File: src/rtl/i2c_bus_arbiter.sv
// Round-robin arbiter that time-shares one i2c_master command port among N_REQ clients,
// with NACK retries, a wait timeout and a fixed idle gap after every bus attempt.
module i2c_bus_arbiter #(
  parameter int N_REQ          = 4,
  parameter int MAX_RETRY      = 2,
  parameter int GAP_CYCLES     = 50,
  parameter int TIMEOUT_CYCLES = 20000
) (
  input  logic                 clk,
  input  logic                 rst,
  input  logic [N_REQ-1:0]     req,
  input  logic [8*N_REQ-1:0]   req_addr_rw,
  input  logic [8*N_REQ-1:0]   req_wdata,
  output logic [N_REQ-1:0]     done,
  output logic [7:0]           resp_rdata,
  output logic [1:0]           resp_err,
  output logic                 busy,
  output logic                 mst_start,
  output logic [7:0]           mst_addr_rw,
  output logic [7:0]           mst_tx_data,
  input  logic [7:0]           mst_rx_data,
  input  logic                 mst_done,
  input  logic                 mst_error
);

  localparam int IW = $clog2(N_REQ);
  localparam int TW = $clog2(TIMEOUT_CYCLES + 1);
  localparam int GW = $clog2(GAP_CYCLES + 1);

  localparam logic [TW-1:0] T_LAST = TW'(TIMEOUT_CYCLES - 1);
  localparam logic [GW-1:0] G_LAST = GW'(GAP_CYCLES - 1);
  localparam logic [2:0]    R_MAX  = 3'(MAX_RETRY);

  localparam logic [2:0] S_IDLE   = 3'd0;
  localparam logic [2:0] S_LAUNCH = 3'd1;
  localparam logic [2:0] S_WAIT   = 3'd2;
  localparam logic [2:0] S_RESP   = 3'd3;
  localparam logic [2:0] S_GAP    = 3'd4;

  localparam logic [1:0] ERR_OK   = 2'b00;
  localparam logic [1:0] ERR_NACK = 2'b01;
  localparam logic [1:0] ERR_TMO  = 2'b10;

  logic [2:0]    state, state_nx;
  logic [IW-1:0] ptr, cur_idx, pick;
  logic [2:0]    retry_cnt;
  logic          retry_pend;
  logic [TW-1:0] tcnt;
  logic [GW-1:0] gcnt;
  logic          mst_done_r, done_q, err_r;
  logic [7:0]    rx_r;
  logic          done_rise;
  logic [7:0]    slot_addr [N_REQ];
  logic [7:0]    slot_data [N_REQ];

  // Lowest set request above p, otherwise wrap to the lowest set request overall.
  function automatic logic [IW-1:0] rr_pick(input logic [N_REQ-1:0] r, input logic [IW-1:0] p);
    logic [IW-1:0] hi, lo;
    logic          hi_ok;
    hi    = '0;
    lo    = '0;
    hi_ok = 1'b0;
    for (int i = N_REQ - 1; i >= 0; i--) begin
      if (r[i]) begin
        lo = IW'(i);
        if (IW'(i) > p) begin
          hi    = IW'(i);
          hi_ok = 1'b1;
        end
      end
    end
    return hi_ok ? hi : lo;
  endfunction

  always_comb begin
    for (int i = 0; i < N_REQ; i++) begin
      slot_addr[i] = req_addr_rw[8*i +: 8];
      slot_data[i] = req_wdata[8*i +: 8];
    end
  end

  assign pick      = rr_pick(req, ptr);
  assign done_rise = mst_done_r & ~done_q;

  always_comb begin
    state_nx = state;
    case (state)
      S_IDLE:   if (|req) state_nx = S_LAUNCH;
      S_LAUNCH: state_nx = S_WAIT;
      S_WAIT: begin
        if (done_rise)
          state_nx = (err_r && (retry_cnt < R_MAX)) ? S_GAP : S_RESP;
        else if (tcnt == T_LAST)
          state_nx = S_RESP;
      end
      S_RESP:   state_nx = S_GAP;
      S_GAP:    if (gcnt == G_LAST) state_nx = retry_pend ? S_LAUNCH : S_IDLE;
      default:  state_nx = S_IDLE;
    endcase
  end

  always_ff @(posedge clk or negedge rst) begin
    if (!rst) begin
      state       <= S_IDLE;
      ptr         <= IW'(N_REQ - 1);
      cur_idx     <= '0;
      retry_cnt   <= '0;
      retry_pend  <= 1'b0;
      tcnt        <= '0;
      gcnt        <= '0;
      mst_done_r  <= 1'b1;
      done_q      <= 1'b1;
      err_r       <= 1'b0;
      rx_r        <= '0;
      done        <= '0;
      resp_rdata  <= '0;
      resp_err    <= ERR_OK;
      busy        <= 1'b0;
      mst_start   <= 1'b0;
      mst_addr_rw <= '0;
      mst_tx_data <= '0;
    end else begin
      state      <= state_nx;
      // Input sampling stage: the master's done level and its qualifiers are registered together.
      mst_done_r <= mst_done;
      done_q     <= mst_done_r;
      err_r      <= mst_error;
      rx_r       <= mst_rx_data;
      mst_start  <= (state_nx == S_LAUNCH);
      busy       <= (state_nx != S_IDLE);
      done       <= '0;

      case (state)
        S_IDLE: begin
          if (|req) begin
            cur_idx     <= pick;
            mst_addr_rw <= slot_addr[pick];
            mst_tx_data <= slot_data[pick];
            retry_cnt   <= '0;
          end
        end
        S_LAUNCH: tcnt <= '0;
        S_WAIT: begin
          tcnt <= tcnt + TW'(1);
          if (done_rise) begin
            if (!err_r) begin
              resp_err   <= ERR_OK;
              resp_rdata <= mst_addr_rw[0] ? rx_r : 8'h00;
            end else if (retry_cnt < R_MAX) begin
              retry_cnt  <= retry_cnt + 3'd1;
              retry_pend <= 1'b1;
            end else begin
              resp_err   <= ERR_NACK;
              resp_rdata <= 8'h00;
            end
          end else if (tcnt == T_LAST) begin
            resp_err   <= ERR_TMO;
            resp_rdata <= 8'h00;
          end
        end
        S_RESP: ptr <= cur_idx;
        S_GAP: begin
          if (gcnt == G_LAST) begin
            gcnt       <= '0;
            retry_pend <= 1'b0;
          end else begin
            gcnt <= gcnt + GW'(1);
          end
        end
        default: ;
      endcase

      // Completion pulse coincides with the RESP state.
      if (state == S_WAIT && state_nx == S_RESP)
        done[cur_idx] <= 1'b1;
    end
  end

endmodule

File: config.mk
export PLATFORM = sky130hd
export DESIGN_NAME = i2c_bus_arbiter
export DESIGN_NICKNAME = d
export VERILOG_FILES = /design/src/rtl/i2c_bus_arbiter.sv
export SDC_FILE = /design/constraint.sdc
export NUM_CORES = 1
export LEC_CHECK = 0
export CAP_MARGIN = 20
export CORE_ASPECT_RATIO = 2
export CORE_MARGIN = 1
export CORE_UTILIZATION = 42
export DETAILED_ROUTE_END_ITERATION = 8
export PLACE_DENSITY = 0.76
export SYNTH_ARGS = -nofsm -noshare
export SYNTH_HDL_FRONTEND = slang
export SYNTH_SLANG_ARGS = --single-unit
File: constraint.sdc
create_clock -name clk -period 1.75 [get_ports clk]
set_input_delay 0.4375 -clock clk [delete_from_list [all_inputs] [get_ports clk]]
set_output_delay 0.4375 -clock clk [all_outputs]
set_load 0.05 [all_outputs]
# --- Word level (Yosys, flattened, before mapping) ---
# Index checks and enable logic that the tools add are counted.
word_totals:
  ff_bits: 75
  in_bits: 80
  out_inout_bits: 32
  word_cells: 118
classes:
  n_addsub: 3
  magnitude_cmp: 8
  eq_ne: 14
  muxes: 58
  bitwise_logic: 3
  n_reduce_logical: 14
ops:
  columns: ["cell", "n"]
  rows:
  - ["two-way mux 8 bit", 9]
  - ["two-way mux 2 bit", 17]
  - ["binary-select mux 8 bit (select 2 bit)", 2]
  - ["one-hot mux 15 bit (2 select lines)", 1]
  - ["two-way mux 3 bit", 9]
  - ["adder 15 x 1 -> 15 bit (second input constant)", 1]
  - ["equality test 15 bit (second input constant)", 1]
  - ["one-hot mux 3 bit (5 select lines)", 1]
  - ["two-way mux 1 bit", 14]
  - ["inequality test 2 bit (second input constant)", 5]
  - ["AND reduction 5 bit", 2]
  - ["equality test 3 x 2 -> 1 bit (second input constant)", 3]
  - ["nonzero test 2 bit", 4]
  - ["adder 6 x 1 -> 6 bit (second input constant)", 1]
  - ["equality test 3 x 1 -> 1 bit (second input constant)", 2]
  - ["equality test 6 bit (second input constant)", 1]
  - ["two-way mux 6 bit", 1]
  - ["one-hot mux 3 bit (2 select lines)", 1]
  - ["greater-than comparator 1 x 2 -> 1 bit (first input constant)", 2]
  - ["greater-than comparator 2 bit (first input constant)", 2]
  - ["two-way mux 4 bit", 1]
  - ["OR reduction 4 bit", 1]
  - ["adder 3 x 1 -> 3 bit (second input constant)", 1]
  - ["equality test 3 bit (second input constant)", 1]
  - ["15 further kinds", 17]

# --- Depth between registers and ports, before layout ---
logic_depth:
  depth_word: 14
  mapped_depth: 8
  depth_no_buf: 6

# --- Least setup slack after synthesis ---
# OpenSTA, ideal clock, no wires.
synth_timing:
  kind: "reg2reg"
  start: "register ptr[1]"
  end: "register mst_tx_data[4]"
  setup_time_ns: 0.126
  t_arrival_ns: 1.768
  required_time_ns: 1.624
  setup_slack_ns: -0.144
  stages_incl_launch_ff: 8
  n_path_buf: 2
  synth_period_minus_slack_ns: 1.894
  path_cell_list: "dfstp_2 -> buf_2 -> mux2i_1 -> o22a_1 -> o21ai_1 -> buf_4 -> mux2_2 -> a221o_1"
synth_via:
  elab_chain_len: 14
  word_cells_on_any_way: 25
  cone_classes: "4 x order compare; 20 x mux; 1 x bitwise"
synth_rtl:
  columns: ["item", "line", "rtl"]
  rows:
  - ["start: declaration", "45", "logic [IW-1:0] ptr, cur_idx, pick;"]
  - ["start signal: assignment", "105", "ptr <= IW'(N_REQ - 1);"]
  - ["start signal: assignment", "161", "S_RESP: ptr <= cur_idx;"]
  - ["greater-than comparator 2 bit", "66", "if (IW'(i) > p) begin"]
  - ["two-way mux 2 bit / two-way mux 1 bit (equally long branches)", "66", null]
  - ["two-way mux 2 bit / two-way mux 1 bit (equally long branches)", "64", "if (r[i]) begin"]
  - ["two-way mux 2 bit / two-way mux 1 bit (equally long branches)", "66", null]
  - ["two-way mux 2 bit / two-way mux 1 bit (equally long branches)", "64", null]
  - ["two-way mux 2 bit / two-way mux 1 bit (equally long branches)", "66", null]
  - ["two-way mux 2 bit / two-way mux 1 bit (equally long branches)", "64", null]
  - ["two-way mux 2 bit / two-way mux 1 bit (equally long branches)", "66", null]
  - ["two-way mux 2 bit / two-way mux 1 bit (equally long branches)", "64", null]
  - ["two-way mux 2 bit (*)", "72", "return hi_ok ? hi : lo;"]
  - ["inverter 2 -> 3 bit (implied by the code) (*)", "138", "mst_tx_data <= slot_data[pick];"]
  - ["binary-select mux 8 bit (select 2 bit) (*)", "138", null]
  - ["two-way mux 8 bit (implied by the code) (*) (2 in series)", "138", null]
  - ["end signal: assignment", "138", null]
  - ["end: declaration", "20", "output logic [7:0] mst_tx_data,"]
# Every way passes the cells marked *; elsewhere a longest branch is shown, timed or not. The select of a mux whose other input is x is not followed.
# A chain may end at the register's enable or synchronous reset.

# --- Worst setup path after layout ---
layout_timing:
  start: "register tcnt[7]"
  end: "register resp_err[0]"
layout_via:
  elab_chain_len: 3
layout_rtl:
  columns: ["item", "line", "rtl"]
  rows:
  - ["start: declaration", "48", "logic [TW-1:0] tcnt;"]
  - ["start signal: assignment", "144", "tcnt <= tcnt + TW'(1);"]
  - ["equality test 15 bit", "156", "end else if (tcnt == T_LAST) begin"]
  - ["nonzero test 2 bit (no source line)", null, null]
  - ["AND reduction 3 bit (no source line)", null, null]
  - ["end signal: assignment", "147", "resp_err <= ERR_OK;"]
  - ["end signal: assignment", "153", "resp_err <= ERR_NACK;"]
  - ["end signal: assignment", "157", "resp_err <= ERR_TMO;"]
  - ["end: declaration", "16", "output logic [1:0] resp_err,"]
# No other way between the ends.

==> results.json <==
{
  "critPathRequiredTime_ns": 1.98,
  "die_area_um2": 8980,
  "synth_seq_cells": 75,
  "p_per_area_nw_per_um2": 1555,
  "ant_nets": 0,
  "vdd_drop_max_v": 0.001011,
  "outcome": "complete, but fails checks",
  "via_count": 3547,
  "wire_per_inst_um": 17.78,
  "yosysTopAreaCellShare_pct": 49.29,
  "synth-simple-area-share_pct": 20.27,
  "yosysTopAreaCell": "dfrtp_1",
  "rsz0062_at_grt": "true",
  "crit_chain": "or4_4, nor4_4, o21a_4, inv_6, a22o_1",
  "rows": 47,
  "cp_slowest_cell": "or4_4",
  "die_y_um": 133.0,
  "vias_per_cell": 5.568,
  "synth_compound_area_share_pct": 14.72,
  "met3_usage_pct": 5.517,
  "wirelength_um": 11330,
  "layout-drive-gt1-share_pct": 33.77,
  "htreeDepth": 3,
  "die_w_um": 67.51,
  "synth.area.mux_share_pct": 7.602,
  "finalHoldViolations": 0,
  "cp_data_arrival_time_ns": 2.10,
  "grtUsageMet2_pct": 46.48,
  "initial_core_util_pct": 43.47,
  "synth_area_per_cell_um2": 9.903,
  "fin_crit_sh_pct": 106.7,
  "finClkSkew_ns": 0.005446,
  "antenna_found_initial": 0,
  "worst_slack_ns": -0.1168,
  "end_kind": "register",
  "final_cell_mix": "79 x buf_4, 74 x clkdlybuf4s50_1, 71 x dfrtp_1",
  "cts_buffers": 9,
  "cp_max_fo": 4,
  "routabilityCongestion": 0.8456,
  "cp_top_family": "simple AND/OR/NAND/NOR gates",
  "clock_tree.buffer_depth": 2,
  "final_cell_area_um2": 5971,
  "grt_max_degree": 35,
  "top_usage_layer": "met2",
  "ys_dominant_reg_cell": "dfrtp_1",
  "violations": "setup timing",
  "path_class": "reg -> reg",
  "synth-edff-count": 0,
  "dr.pass1.iters": 6,
  "ys_warn_count": 0,
  "setup_violations": 30,
  "numPortBuffers": 111,
  "synth-xor-area-share_pct": 0.2430,
  "clk_pin_slew_ns": 0.06,
  "synthCells": 364,
  "maxSlewHeadroom_pct": 68.84,
  "crit_buf_inv": 1,
  "syn-num-nets": 448,
  "placed_area_um2": 5140,
  "clkSinkCount": 75,
  "slowest_delay_ns": 0.56,
  "maxSlewViolCount": 0,
  "nets": 618,
  "drt-initial-drc-count": 178,
  "yosys.cell_types.count": 55,
  "syn-cell-area_um2": 3605,
  "cts_tree": "built",
  "maxCapViolations": 0,
  "grt_use_met1_pct": 25.31,
  "synth_top_family_by_area": "simple AND/OR/NAND/NOR gates",
  "dp_hpwl_um": 7753,
  "post-route-drc-count": 0,
  "synth_area_leaders": "dfrtp_1 49%, mux2i_1 6.7%, o21ai_0 5.6%",
  "holdWs_ns": 0.05610,
  "antennaDiodeCount": 0,
  "layout_commonest_cell": "buf_4",
  "async_flop_share_pct": 100.0,
  "overflow": 0,
  "fmax_mhz": 535.7,
  "area_growth_pct": 65.64,
  "min_period_ns": 1.867,
  "io_pins": 112,
  "cp-start-kind": "register",
  "grt_pass1_vias": 3736,
  "cts_root_buffer": "clkbuf_16",
  "seq_area_frac_synth_pct": 52.20,
  "grt_pass1_wl_um": 17140,
  "worstMarginPinSlew_ns": 0.4674,
  "power.leakage_nw": 2.671,
  "min_path_type": "in -> async",
  "clkLatencyLatePin_ns": 0.34,
  "synth_adder_area_share_pct": 1.388,
  "gr-usage-all-layers_pct": 25.79,
  "core_area_um2": 8292
}
-- metal layers --
| layer | up-vias | part of all wire (%) |
|---|---|---|
| met5 | - | 0 |
| met3 | 35 | 4.2 |
| met1 | 1740 | 34 |
| li1 | 1648 | - |
| met2 | 124 | 57 |
| met4 | 0 | 4.7 |
-- power by group --
group	switching, W	internal [W]	leakage (nW)
logic	0.00257	0.00202	1.55
clock network	0.000707	0.00140	0.168
registers	0.000397	0.00219	0.952
total	0.00367	0.00561	2.67
-- area by class of cell --
class,count,area [um2]
fillers,550,2321
multi-input cells,263,1928
flip-flops and latches,75,1882
repair buffers,175,1648
clock buffers,13,280.3
well taps,98,122.6
clock inverters,3,67.56
inverters,10,42.54
-- flip-flops by register name (all words and copies together), names as in the netlist, 2 cells and up --
name	flops
done	4
resp_rdata	8
mst_tx_data	8
cur_idx	2
ptr	2
resp_err	2
retry_cnt	3
state	3
gcnt	6
mst_addr_rw	8
tcnt	15
rx_r	8
-- logic make-up after synthesis --
logic type	after synthesis
buffers and inverters	26
AOI/OAI and AO/OA	83
muxes	27
DFF	75
and+or+nand+nor	148
xor gates and xnor gates	1
adders and majority gates	4
-- path summary, 6_finish.rpt --
| path | slack (ns) | cells after the start | start | endpoint |
|---|---|---|---|---|
| worst max-delay path | -0.12 | 5 | tcnt[7] | resp_err[0] |
| worst min-delay path | 0.06 | 1 | rst | tcnt[6] |
| worst max register to register | -0.12 | 5 | tcnt[7] | resp_err[0] |
| worst min register to register | 0.38 | 0 | mst_done_r | done_q |
| max in group asynchronous | 1.16 | 2 | rst | rx_r[4] |
| min in group clk | 0.38 | 0 | mst_done_r | done_q |
-- what timing repair did --
item,CTS,global route
endpoints found under the setup margin,32,38
pin swaps,13,10
cloned,3,1
hold buffers,0,0
resized for setup,40,45
setup buffers,5,5
-- metrics by stage --
step	setup slack [ns]	utilization (%)	setup TNS, ns	power (W)	cells
CTS	-0.1367	68.93	-1.372	0.008893	631
floorplan	-0.08899	-	-0.3275	0.004833	364
finish	-0.1168	72.01	-2.652	0.009284	637
global placement	-0.5161	61.99	-11.91	0.006264	607
detailed placement	-0.5591	61.99	-12.32	0.006402	607
global route	-0.2009	72.01	-4.880	0.009685	637
-- cells in the mapped netlist (2+ instances only) --
cell      number
a31oi_1        4
o21ai_0       40
clkbuf_1      10
nor3b_2        2
mux2_2         3
ha_1           4
nand4_1        7
inv_1          9
a221oi_1      15
nand2_1       52
nor2_1        31
and3_2         2
buf_4          2
and2_1         2
buf_2          2
dfrtp_1       71
nor2b_1        4
nand2b_1       5
nor3_1         5
nand3_1       21
and3_1         3
mux2i_1       24
dfstp_2        4
o31ai_1        2
a21oi_1        7
a22o_1         4
No activity file was read; power rests on OpenSTA's default activity.
